**src/rtl/uart_rx_16x.sv**
```systemverilog
// 8N1 UART receiver with 16x oversampling derived from sysclk.
// Emits the received byte with a one-cycle valid pulse and flags bad stop bits.
module uart_rx_16x #(
   parameter int unsigned CLK_FREQ = 100_000_000,
   parameter int unsigned BAUD     = 9600,
   parameter int unsigned DIV      = CLK_FREQ / (BAUD * 16)
) (
   input  logic       sysclk,
   input  logic       reset,
   input  logic       uart_rx,
   output logic [7:0] rx_data,
   output logic       rx_valid,
   output logic       rx_busy,
   output logic       frame_err
);

   localparam int unsigned TW        = (DIV > 1) ? $clog2(DIV) : 1;
   localparam logic [TW-1:0] TICK_LAST = TW'(DIV - 1);
   localparam logic [3:0]  SC_MID    = 4'd7;
   localparam logic [3:0]  SC_END    = 4'd15;

   typedef enum logic [2:0] {
      IDLE      = 3'd0,
      START     = 3'd1,
      DATA      = 3'd2,
      STOP      = 3'd3,
      WAIT_HIGH = 3'd4
   } state_t;

   state_t        state, state_d;
   logic          rx_m, rx_s;
   logic [TW-1:0] tcnt;
   logic          tick;
   logic [3:0]    sc, sc_d;
   logic [2:0]    bit_idx, bit_idx_d;
   logic [7:0]    shift, shift_d;
   logic [7:0]    rx_data_d;
   logic          rx_valid_d, rx_busy_d, frame_err_d;

   // Two-flop synchronizer and free-running oversample tick
   always_ff @(posedge sysclk) begin
      if (reset) begin
         rx_m <= 1'b1;
         rx_s <= 1'b1;
         tcnt <= '0;
      end else begin
         rx_m <= uart_rx;
         rx_s <= rx_m;
         tcnt <= tick ? '0 : tcnt + TW'(1);
      end
   end

   assign tick = (tcnt == TICK_LAST);

   always_ff @(posedge sysclk) begin
      if (reset) state <= IDLE;
      else       state <= state_d;
   end

   always_comb begin
      state_d = state;
      if (tick) begin
         case (state)
            IDLE:      if (!rx_s) state_d = START;
            START:     if (sc == SC_MID) state_d = rx_s ? IDLE : DATA;
            DATA:      if (sc == SC_END && bit_idx == 3'd7) state_d = STOP;
            STOP:      if (sc == SC_END) state_d = rx_s ? IDLE : WAIT_HIGH;
            WAIT_HIGH: if (rx_s) state_d = IDLE;
            default:   state_d = IDLE;
         endcase
      end
   end

   // Datapath and output next values; sampling happens only on tick cycles
   always_comb begin
      sc_d        = sc;
      bit_idx_d   = bit_idx;
      shift_d     = shift;
      rx_data_d   = rx_data;
      rx_valid_d  = 1'b0;
      frame_err_d = frame_err;
      rx_busy_d   = (state_d != IDLE);
      if (tick) begin
         case (state)
            IDLE: begin
               if (!rx_s) sc_d = 4'd0;
            end
            START: begin
               if (sc == SC_MID) begin
                  sc_d      = 4'd0;
                  bit_idx_d = 3'd0;
               end else begin
                  sc_d = sc + 4'd1;
               end
            end
            DATA: begin
               if (sc == SC_END) begin
                  shift_d[bit_idx] = rx_s;
                  sc_d             = 4'd0;
                  bit_idx_d        = bit_idx + 3'd1;
               end else begin
                  sc_d = sc + 4'd1;
               end
            end
            STOP: begin
               if (sc == SC_END) begin
                  sc_d = 4'd0;
                  if (rx_s) begin
                     rx_data_d   = shift;
                     rx_valid_d  = 1'b1;
                     frame_err_d = 1'b0;
                  end else begin
                     frame_err_d = 1'b1;
                  end
               end else begin
                  sc_d = sc + 4'd1;
               end
            end
            default: ;
         endcase
      end
   end

   always_ff @(posedge sysclk) begin
      if (reset) begin
         sc        <= 4'd0;
         bit_idx   <= 3'd0;
         shift     <= 8'h00;
         rx_data   <= 8'h00;
         rx_valid  <= 1'b0;
         rx_busy   <= 1'b0;
         frame_err <= 1'b0;
      end else begin
         sc        <= sc_d;
         bit_idx   <= bit_idx_d;
         shift     <= shift_d;
         rx_data   <= rx_data_d;
         rx_valid  <= rx_valid_d;
         rx_busy   <= rx_busy_d;
         frame_err <= frame_err_d;
      end
   end

endmodule

```
**config.mk**
```make
export PLATFORM = sky130hd
export DESIGN_NAME = uart_rx_16x
export DESIGN_NICKNAME = d
export VERILOG_FILES = /design/src/rtl/uart_rx_16x.sv
export SDC_FILE = /design/constraint.sdc
export NUM_CORES = 1
export LEC_CHECK = 0
export CAP_MARGIN = 20
export CORE_UTILIZATION = 42
export DETAILED_ROUTE_END_ITERATION = 10
export GPL_ROUTABILITY_DRIVEN = 0
export GPL_TIMING_DRIVEN = 1
export SYNTH_ARGS = -nofsm -noshare
export SYNTH_HDL_FRONTEND = slang
export SYNTH_SLANG_ARGS = --single-unit
```
**constraint.sdc**
```tcl
create_clock -name sysclk -period 2.2 [get_ports sysclk]
set_clock_uncertainty 0.05 [all_clocks]
set_input_delay 0.44 -clock sysclk [delete_from_list [all_inputs] [get_ports sysclk]]
set_output_delay 0.44 -clock sysclk [all_outputs]
set_load 0.01 [all_outputs]
```
# [Word-level counts from Yosys, hierarchy flattened]
# Cells that the tools add are included.
# Widths: inputs -> output; s select.
[classes] eq_ne=11 n_lt_le_gt_ge=2 n_addsub=3 n_reduce_logical=14 bitwise_logic=3 mux=21
[ops] cell="$mux 3" count=9
[ops] cell="$pmux 3 s5" count=1
[ops] cell="$mux 4" count=3
[ops] cell="$pmux 4 s3" count=1
[ops] cell="$add 10x1->10 const B" count=1
[ops] cell="$eq 10x10->1 const B" count=1
[ops] cell="$reduce_and 3->1" count=3
[ops] cell="$bwmux 8" count=1
[ops] cell="$reduce_and 4->1" count=2
[ops] cell="$eq 3x2->1 const B" count=2
[ops] cell="$eq 3x3->1 const B" count=2
[ops] cell="$ne 2x2->1 const B" count=3
[ops] cell="$pmux 3 s2" count=1
[ops] cell="$reduce_bool 3->1" count=2
[ops] cell="$add 4x1->4 const B" count=1
[ops] cell="$eq 4x3->1 const B" count=1
[ops] cell="$eq 4x4->1 const B" count=1
[ops] cell="$lt 3x4->1 const B" count=1
[ops] cell="$reduce_or 2->1" count=2
[ops] cell="$reduce_or 4->1" count=1
[ops] cell="$add 3x1->3 const B" count=1
[ops] cell="$demux 1 s3" count=1
[ops] cell="$eq 3x1->1 const B" count=1
[ops] cell="$ge 3x1->1 const B" count=1
[ops] cell="6 further kinds" count=11
[totals] reg_bits=41 in_bits=3

# [Longest topological paths before layout]
[depth] depth_word=6 mapped_depth=8 mapped_depth_nobuf=7

# [Worst setup path before layout]
# OpenSTA, ideal clock, no wires.
[synth_path] kind="register -> register" from="register tcnt[0]" to="register bit_idx[0]" t_arrival_ns=1.833 synth_period_minus_slack_ns=1.953 path_stages_with_launch=8 setup_slack_ns=0.247 setup_time_ns=0.070 required_time_ns=2.080 cell_sequence="dfxtp_1 inv_1 ha_1 and4b_1 nand3_2 or4_4 or3_1 a21oi_1"
[synth_via] elab_chain_cells=2
[synth_rtl] element="from (decl)" line_no="32" text="logic [TW-1:0] tcnt;"
[synth_rtl] element="from (signal assigned)" line_no="49" text="tcnt <= tick ? '0 : tcnt + TW'(1);"
[synth_rtl] element="$eq 10x10->1" line_no="53" text="assign tick = (tcnt == TICK_LAST);"
[synth_rtl] element="$reduce_and 4->1 (no source line)"
[synth_rtl] element="to (signal assigned)" line_no="135" text="bit_idx <= bit_idx_d;"
[synth_rtl] element="to (decl)" line_no="35" text="logic [2:0] bit_idx, bit_idx_d;"
# Every way passes these cells.
# A chain may end at the register's enable or synchronous reset.

# [Worst setup path in the final report]
[layout_path] from="register sc[0]" to="register shift[4]"
[layout_via] elab_chain_cells=2
[layout_rtl] element="from (decl)" line_no="34" text="logic [3:0] sc, sc_d;"
[layout_rtl] element="from (signal assigned)" line_no="126" text="sc <= 4'd0;"
[layout_rtl] element="from (signal assigned)" line_no="134" text="sc <= sc_d;"
[layout_rtl] element="$eq 4x4->1" line_no="97" text="if (sc == SC_END) begin"
[layout_rtl] element="$reduce_and 3->1 (no source line)"
[layout_rtl] element="to (signal assigned)" line_no="136" text="shift <= shift_d;"
[layout_rtl] element="to (decl)" line_no="36" text="logic [7:0] shift, shift_d;"
# Every way passes these cells.

==> summary.txt <==
Rows: 23
slew margin rel.: 71.7%
global route total overflow: 0
ANT nets after route: 0
Area Overhead vs Synth: 16.9%
top post-synthesis cells by count: 41 x dfxtp_1, 27 x nor2_1, 11 x a21oi_1, 11 x nand2_1, 10 x clkbuf_1
ys flop type: dfxtp_1
area of the mapped netlist: 0.00182 mm2
PnR worst setup slack: 0.160 ns
actual slew at the worst max-slew pin: 0.423 ns
boundary pin count: 14
layout cells sized above 1: 13.2%
Detailed Route Iter0 Violations: 73
Slew Limit Fails: 0
first-pass GRT wire length: 6.22 mm
full die area: 0.00460 mm2
WP data required: 2.33 ns
outcome: complete, no violations
Ys Warns: 0
power per cell area: 592 mW/mm2
Via Count: 1,484
most numerous cell in the Yosys netlist: dfxtp_1
synthesized flop and latch total: 41
TritonRoute pass-1 iters: 4
# clock sinks: 41
fin cells: 270
vias in the first global route: 1,390
worst-path cell chain: ha_1 > nand2_1 > nor4_1 > or3b_2 > mux2i_1 > nor2_1
crit path DAT: 2.17 ns
Final min period: 2.04 ns
CP max stage cell: or3b_2
setup TNS: 0 ns
buffers added on ports: 13
initial core utilization: 44.5%
TritonCTS Buffers: 5
Tcrit/Tclk final: 92.7%
antenna violations before repair: 0
largest cells by area after synthesis: dfxtp_1 45%, nor2_1 5.6%, mux2i_1 4.4%
WL/cell: 13.5 um
Max Cap Viol: 0
CTS tree: yes
Fill cells: 382
top cell family by delay on the critical path: simple AND/OR/NAND/NOR gates
H-tree depth: 2
mean post-synth cell area: 9.01 um2
register clock-pin slew on the reported worst setup and hold paths: 0.07 ns
post-CTS setup buffers: 0
critical path type: flop to flop
Via density: 5.50
worst hold margin: 0.362 ns
Hold Crit Class: flop to flop
largest net degree at the start of global routing: 26
CP endpoint kind: flop
drt drc: 0
diode count: 0
Yosys top cell by area: dfxtp_1
Worst-Skew Late Latency: 0.29 ns
DIE WIDTH: 67.8 um
CP Max Fanout: 6
Fin. Hold Viols: 0
Post-CTS Resized: 0
syn nets: 210
Final Util: 52.1%
fmax: 0.490 GHz
Worst Path Buf+Inv: 0
count of cell types in the netlist: 44
worst-case clock buffer depth: 2
total track usage: 18.2%
Post-synth EDFFs: 0
DP Wirelength: 2.63 mm
RSZ-0062 raised after global routing: false
Synth Instances: 202
dpl cells: 262
area share of the largest cell type after synthesis: 45.1%
crit start category: flop
VDD IR max: 0.356 mV
Clk Tree Root Cell: clkbuf_8
chip height: 67.8 um
hold buffers post-CTS: 0
Place WS: 0.191 ns
Layout Nets: 227
crit-path max cell delay: 0.50 ns
final wirelength: 3.65 mm
Final Setup Violations: 0
share of flip-flops with an asynchronous set or reset: 0%
register area share after synthesis: 45.1%
Lkg Pwr: 0.823 nW
core box area: 0.00409 mm2
==> stage by stage <==
step	cell area, um2	total power, mW
finish	2130	1.26
global route	2130	1.32
CTS	2130	1.28
detailed placement	2050	0.808
global placement	2050	0.806
floorplan	1820	0.793
==> final timing paths <==
kind / endpoint / from / cells after the start / slack [ns]
min: rx_s / rx_m / 1 / 0.36
max reg2reg: shift[4] / sc[0] / 6 / 0.16
max: shift[4] / sc[0] / 6 / 0.16
min reg2reg: rx_s / rx_m / 1 / 0.36
==> cells by family after synthesis <==
kind of cell / count (synthesis) / share of synthesized area (%)
flops: 41 / 45.1
fa+ha+maj: 5 / 3.44
mux: 8 / 4.40
xor+xnor: 9 / 4.33
simple gates: 88 / 26.6
buf+inv: 18 / 3.85
compound gates: 33 / 12.3
==> flip-flops by register name, summed over array words and instances (netlist names), 3 cells and up <==
name,count
tcnt,10
rx_data,8
sc,4
state,3
bit_idx,3
shift,8
==> cell usage in the layout, fill, tap and decap left out, types with 3 or more instances in the layout <==
master           synthesis  routed
a22o_1                   8       8
or2_2                    4       4
clkdlybuf4s50_1          0      13
dfxtp_1                 41      41
and3_1                   5       5
or3b_2                   3       3
ha_1                     5       5
nand3_1                  5       5
xnor2_1                  5       5
nor2_1                  27      27
nand2b_1                 3       3
buf_4                    0       8
nor4_1                   7       7
xor2_1                   4       4
mux2i_1                  8       8
a21oi_1                 11      11
nand2_1                 11      11
clkbuf_8                 0       5
o21ai_0                  5       5
nor3_1                   5       5
inv_1                    6       6
==> power by group <==
group / internal [mW] / total, mW / switching [mW] / leakage (nW)
Clock: 0.220 / 0.470 / 0.250 / 0.0450
Combinational: 0.0159 / 0.0343 / 0.0184 / 0.447
Sequential: 0.748 / 0.756 / 0.00795 / 0.331
==> final cells by class <==
| type | instances | area, um2 | share of cell area, % |
|---|---|---|---|
| Clock buffer | 6 | 72.6 | 3.41 |
| Clock inverter | 2 | 10.0 | 0.470 |
| Inverter | 6 | 22.5 | 1.06 |
| Multi-Input combinational cell | 143 | 930 | 43.7 |
| Sequential cell | 41 | 821 | 38.6 |
| Tap cell | 50 | 62.6 | 2.94 |
| Timing Repair Buffer | 22 | 210 | 9.88 |
==> metal layers <==
metal  global-route usage (%)  vias to the layer above  part of all wire, %
met1                     21.9                      709                   46
met3                     5.50                        6                  3.0
met5                        0                        -                    0
li1                         -                      748                    -
met4                     6.77                        0                  1.3
met2                     30.4                       21                   50
Note: power is estimated with default switching activity, not from simulation.
